File: src/rtl/overlay_mem_writer.sv
// overlay_mem_writer
// Buffers 54-bit pixel write packets {mask[3:0], frame, addr[16:0], pixel[31:0]}
// in a FIFO and turns each into one masked burst write to the DDR2 controller:
// one command on the address FIFO (af_*) plus two 128-bit beats on the
// write-data FIFO (wdf_*).
//
// Ports:
//   clock, reset_n             system clock, asynchronous active-low reset
//   din, din_valid, din_ready  packet input (valid/ready handshake)
//   af_cmd_din, af_addr_din,   controller command push (always a write)
//   af_wr_en, af_full
//   wdf_din, wdf_mask_din,     controller write-data push (mask 1 = byte skipped)
//   wdf_wr_en, wdf_full
//   level                      packets currently buffered
//   idle                       FIFO empty and no burst in flight
module overlay_mem_writer #(
  parameter int unsigned DEPTH       = 16,
  parameter logic [30:0] FRAME0_BASE = 31'h0010_0000,
  parameter logic [30:0] FRAME1_BASE = 31'h0020_0000,
  localparam int unsigned AW         = $clog2(DEPTH),
  localparam int unsigned LW         = $clog2(DEPTH) + 1
) (
  input  logic           clock,
  input  logic           reset_n,
  input  logic [53:0]    din,
  input  logic           din_valid,
  output logic           din_ready,
  output logic [2:0]     af_cmd_din,
  output logic [30:0]    af_addr_din,
  output logic           af_wr_en,
  input  logic           af_full,
  output logic [127:0]   wdf_din,
  output logic [15:0]    wdf_mask_din,
  output logic           wdf_wr_en,
  input  logic           wdf_full,
  output logic [LW-1:0]  level,
  output logic           idle
);

  typedef enum logic {
    S_IDLE,
    S_BEAT1
  } state_e;

  state_e        state_q, state_d;
  logic [AW-1:0] wr_ptr_q, wr_ptr_d;
  logic [AW-1:0] rd_ptr_q, rd_ptr_d;
  logic [LW-1:0] level_q, level_d;
  logic [53:0]   mem_q [DEPTH];

  logic          push, pop;
  logic [53:0]   head;
  logic [3:0]    head_mask;
  logic          head_frame;
  logic [16:0]   head_addr;
  logic [31:0]   head_pixel;
  logic [15:0]   sel_mask;
  logic [15:0]   beat0_mask, beat1_mask;
  logic [30:0]   burst_addr;

  // ---------------------------------------------------------------------------
  // Packet FIFO
  // ---------------------------------------------------------------------------
  // Full is judged on the registered count only, so a pop in the same cycle
  // never opens a slot for a push at full.
  assign din_ready = (level_q != LW'(DEPTH));
  assign push      = din_valid & din_ready;

  // NOTE: storage carries no reset; only pointers and count define which
  // entries are meaningful, so the array stays a plain RAM.
  always_ff @(posedge clock) begin
    if (push) mem_q[wr_ptr_q] <= din;
  end

  assign head       = mem_q[rd_ptr_q];
  assign head_mask  = head[53:50];
  assign head_frame = head[49];
  assign head_addr  = head[48:32];
  assign head_pixel = head[31:0];

  always_comb begin
    wr_ptr_d = wr_ptr_q;
    rd_ptr_d = rd_ptr_q;
    level_d  = level_q;
    if (push) wr_ptr_d = wr_ptr_q + AW'(1);
    if (pop)  rd_ptr_d = rd_ptr_q + AW'(1);
    case ({push, pop})
      2'b10:   level_d = level_q + LW'(1);
      2'b01:   level_d = level_q - LW'(1);
      default: level_d = level_q;
    endcase
  end

  // ---------------------------------------------------------------------------
  // Burst formatting from the FIFO head
  // ---------------------------------------------------------------------------
  // Burst covers 8 words aligned on addr[16:3]; carries beyond 31 bits drop.
  assign burst_addr = (head_frame ? FRAME1_BASE : FRAME0_BASE)
                    + {14'd0, head_addr[16:3], 3'b000};

  // Only the addressed 32-bit lane of the addressed beat gets written; the
  // controller mask is inverted (1 = byte not written).
  always_comb begin
    sel_mask = '1;
    for (int w = 0; w < 4; w++) begin
      if (head_addr[1:0] == 2'(w)) sel_mask[4*w +: 4] = ~head_mask;
    end
  end

  assign beat0_mask = head_addr[2] ? 16'hFFFF : sel_mask;
  assign beat1_mask = head_addr[2] ? sel_mask : 16'hFFFF;

  // ---------------------------------------------------------------------------
  // Burst FSM
  // ---------------------------------------------------------------------------
  // NOTE: every output of this block gets a default before the case, so no
  // path leaves a signal unassigned and no latch is inferred.
  always_comb begin
    state_d   = state_q;
    af_wr_en  = 1'b0;
    wdf_wr_en = 1'b0;
    pop       = 1'b0;
    case (state_q)
      S_IDLE: begin
        if ((level_q != '0) && !af_full && !wdf_full) begin
          af_wr_en  = 1'b1;
          wdf_wr_en = 1'b1;
          state_d   = S_BEAT1;
        end
      end
      S_BEAT1: begin
        // Head is retired only once its second beat is accepted.
        if (!wdf_full) begin
          wdf_wr_en = 1'b1;
          pop       = 1'b1;
          state_d   = S_IDLE;
        end
      end
      default: state_d = S_IDLE;
    endcase
  end

  // Data outputs are zeroed while not pushing so stale or unwritten FIFO
  // entries never show on the controller bus.
  assign af_cmd_din   = 3'b000;
  assign af_addr_din  = af_wr_en ? burst_addr : '0;
  assign wdf_din      = wdf_wr_en ? {4{head_pixel}} : '0;
  assign wdf_mask_din = !wdf_wr_en          ? 16'h0000
                      : (state_q == S_IDLE) ? beat0_mask
                      :                       beat1_mask;

  assign level = level_q;
  assign idle  = (level_q == '0) && (state_q == S_IDLE);

  // NOTE: state registers use non-blocking assignment so every flop samples
  // the pre-edge values computed above, independent of statement order.
  always_ff @(posedge clock or negedge reset_n) begin
    if (!reset_n) begin
      state_q  <= S_IDLE;
      wr_ptr_q <= '0;
      rd_ptr_q <= '0;
      level_q  <= '0;
    end else begin
      state_q  <= state_d;
      wr_ptr_q <= wr_ptr_d;
      rd_ptr_q <= rd_ptr_d;
      level_q  <= level_d;
    end
  end

endmodule

File: config.mk
export PLATFORM = sky130hd
export DESIGN_NAME = overlay_mem_writer
export DESIGN_NICKNAME = d
export VERILOG_FILES = /design/src/rtl/overlay_mem_writer.sv
export SDC_FILE = /design/constraint.sdc
export NUM_CORES = 1
export LEC_CHECK = 0
export ABC_AREA = 1
export BUFFER_PORTS_ARGS = -buffer_cell sky130_fd_sc_hd__buf_4
export CAP_MARGIN = 25
export CORE_ASPECT_RATIO = 1.4
export CORE_MARGIN = 3
export CORE_UTILIZATION = 65
export DETAILED_ROUTE_END_ITERATION = 10
export PLACE_DENSITY_LB_ADDON = 0.2
export SYNTH_ARGS = -nofsm -noshare
export SYNTH_HDL_FRONTEND = slang
export SYNTH_SLANG_ARGS = --single-unit
File: constraint.sdc
create_clock -name clock -period 9.05 [get_ports clock]
set_input_delay 0.905 -clock clock [delete_from_list [all_inputs] [get_ports clock]]
set_output_delay 0.905 -clock clock [all_outputs]
set_load 0.05 [all_outputs]
==> impl_metrics.yaml <==
synth:
  synth_edf_count: 864
  synth_area_leader_cell: "edfxtp_1"
  async_flop_share: 0.0159
  ys_seq_area_frac: 0.725
  syn_inst: 2971
  syn_area_per_cell_um2: 12.2
  synth_most_common_cell: "edfxtp_1"
  synth_flop_cell: "edfxtp_1"
  synthesis.area_mm2: 0.0363
  synth.cells.most_frequent: "edfxtp_1, nand2_1, nand3_1, a21oi_1, buf_4"
  synth.distinct_cells: 31
  synth_area_leaders: "edfxtp_1, nand2_1, nand3_1"
  synth_top_area_share: 0.716
  yosysWarnings: 0
  synth-seq-cells: 878
critical_path:
  crit_required_ns: 8.15
  cp_slowest_cell: "buf_4"
  cp-start-kind: "register"
  endpoint_kind: "output port"
  arrival_ns: 4.65
  slowest_delay_ns: 0.92
  crit_family: "buffers and inverters"
  path_max_fanout: 93
  worstSetupPathType: "reg2out"
  cp_cell_sequence: "buf_4 -> buf_4 -> nand2_1 -> nand2_1 -> nand2_1 -> nand3_1 -> nand3_1 -> nand2_1 -> nand2_1 -> nand2_2 -> nor2_1 -> nor2_1 -> buf_4"
  reg2reg_slack_ns: 5.75
  crit_top_cell: "nand2_1"
  cp.buffers_inverters: 3
placed_design:
  pre_cts_ws_ns: 4.21
  post-dp-hpwl_mm: 43.0
  routabilityCongestion: 0.755
  io_buffers: 227
final_layout:
  fin_nets: 3101
  final_core_util: 0.732
  antennaDiodeCount: 0
  syn2layout_area_growth_pct: 10.5
  drive_gt1_frac: 0.127
  n_fill_cell: 3456
timing:
  clock_skew_ns: 0.0123
  fmax_mhz: 180
  setup_ws_ns: 3.50
  whs_ns: 0.161
  worst_slew_pin_slew_ns: 1.14
  setup_viol: 0
  tns_ns: 0
  maxSlewHeadroom: 0.242
  rsz0062_at_grt: "no"
  hold_violations: 0
  fin_crit_ns: 5.55
  finalMaxSlewViolations: 0
  timing.final.crit_share: 0.614
clock_network:
  cts_resized: 0
  htreeDepth: 3
  clockBufferDepth: 3
  numCtsBuffers: 78
  clk_pin_slew_ns: 0.06
  cts-root-buf: "clkbuf_16"
  tritoncts: "built"
  hold_buffers: 0
  cts_setup_buffers: 0
  clkSinkCount: 878
  clk-insertion-delay-late_ns: 0.61
routing:
  wl_met3_mm: 8.49
  drtPass1Iterations: 6
  dr_wl_met2_mm: 44.0
  vias: 23700
  route.detailed.drc: 0
  via_per_inst: 6.23
  drtAntennaViolNets: 0
  m1WireLength_mm: 31.7
  wl_per_cell_um: 23.0
  drt-initial-drc-count: 2722
  topRoutingLayerUsed: "met5"
  wl_mm: 87.7
pwr:
  p_per_area_mw_per_mm2: 342
  peakVddDrop_v: 0.000275
  p_leak_nw: 14.5
  fin_total_pwr_w: 0.0137
floorplan:
  row_count: 101
  die_w_um: 206
  core_mm2: 0.0547
  die_area_mm2: 0.0587
  die_y_um: 285
  io_pins: 246
  start_util: 0.663
grt:
  grt_pass1_vias: 23500
  grt_usage: 0.296
  grt_start_max_net_pins: 211
  grt_pass1_wl_mm: 133
  antenna_found_initial: 2
  grt-ovfl-total: 0
outcome:
  outcome: "completed"
job:
  cap_violations: 0
worst_hold_path:
  hold_class: "in2async"
## per-stage QoR
step / std cells / cell area [um2]
5_1_grt: 3813 / 40000
6_report: 3813 / 40000
4_1_cts: 3810 / 40000
3_3_place_gp: 3670 / 37500
2_1_floorplan: 2988 / 36300
3_5_place_dp: 3672 / 37600
## flip-flops by register name, summed over array words and instances, names as in the netlist
signal	cells
level	5
mem_q	864
rd_ptr_q	4
state_q	1
wr_ptr_q	4
## layer usage
metal,global-route usage,vias to the layer above
li1,-,10600
met1,0.390,11600
met2,0.491,1357
met3,0.0441,264
met4,0.138,4
met5,0,-
## kinds of logic after synthesis
kind of cell | Yosys count | share of synthesized area
other | 1 | 0.000103
and+or+nand+nor | 1339 | 0.153
adders and majority gates | 8 | 0.00276
xor gates and xnor gates | 11 | 0.00266
AOI/OAI and AO/OA | 383 | 0.0607
DFF | 878 | 0.725
buffers and inverters | 351 | 0.0557
## power breakdown
part / total (W) / switching (W) / internal (W)
Combinational: 0.00539 / 0.00397 / 0.00142
Sequential: 0.00512 / 0.000248 / 0.00487
Clock: 0.00318 / 0.00139 / 0.00179
Total: 0.0137 / 0.00561 / 0.00808
## area by class of cell
class / instances / area (um2) / area share
clock buffers: 100 / 2120 / 0.0529
flip-flops and latches: 878 / 26300 / 0.657
clock inverters: 38 / 297 / 0.00741
well taps: 721 / 902 / 0.0225
inverters: 52 / 210 / 0.00525
repair buffers: 265 / 2080 / 0.0519
multi-input cells: 1759 / 8130 / 0.203
## path summary, 6_finish.rpt
kind / startpoint / end / cells past startpoint
min in group clock: wr_ptr_q[2] / wr_ptr_q[2] / 1
hold / removal: reset_n / level[3] / 1
setup reg to reg: rd_ptr_q[0] / rd_ptr_q[3] / 4
setup / recovery: rd_ptr_q[0] / wdf_mask_din[9] / 13
max in group asynchronous: reset_n / rd_ptr_q[2] / 1
hold reg to reg: wr_ptr_q[2] / wr_ptr_q[2] / 1
## layout by cell type, fill, tap and decap left out, types with 9 or more instances in the layout
cell type / Yosys / final
nor2_1: 109 / 93
clkbuf_1: 50 / 17
a22oi_1: 67 / 67
nand2_1: 831 / 831
a21oi_1: 266 / 266
xor2_1: 9 / 9
conb_1: 1 / 18
a221oi_1: 25 / 25
clkbuf_16: 0 / 81
nor3_1: 16 / 16
o21ai_0: 16 / 16
edfxtp_1: 864 / 864
buf_4: 140 / 259
nor2_4: 0 / 16
nand3_1: 376 / 376
clkinv_1: 1 / 22
inv_1: 49 / 48
dfrtp_1: 14 / 10
Power figures use the tool's default switching activity.
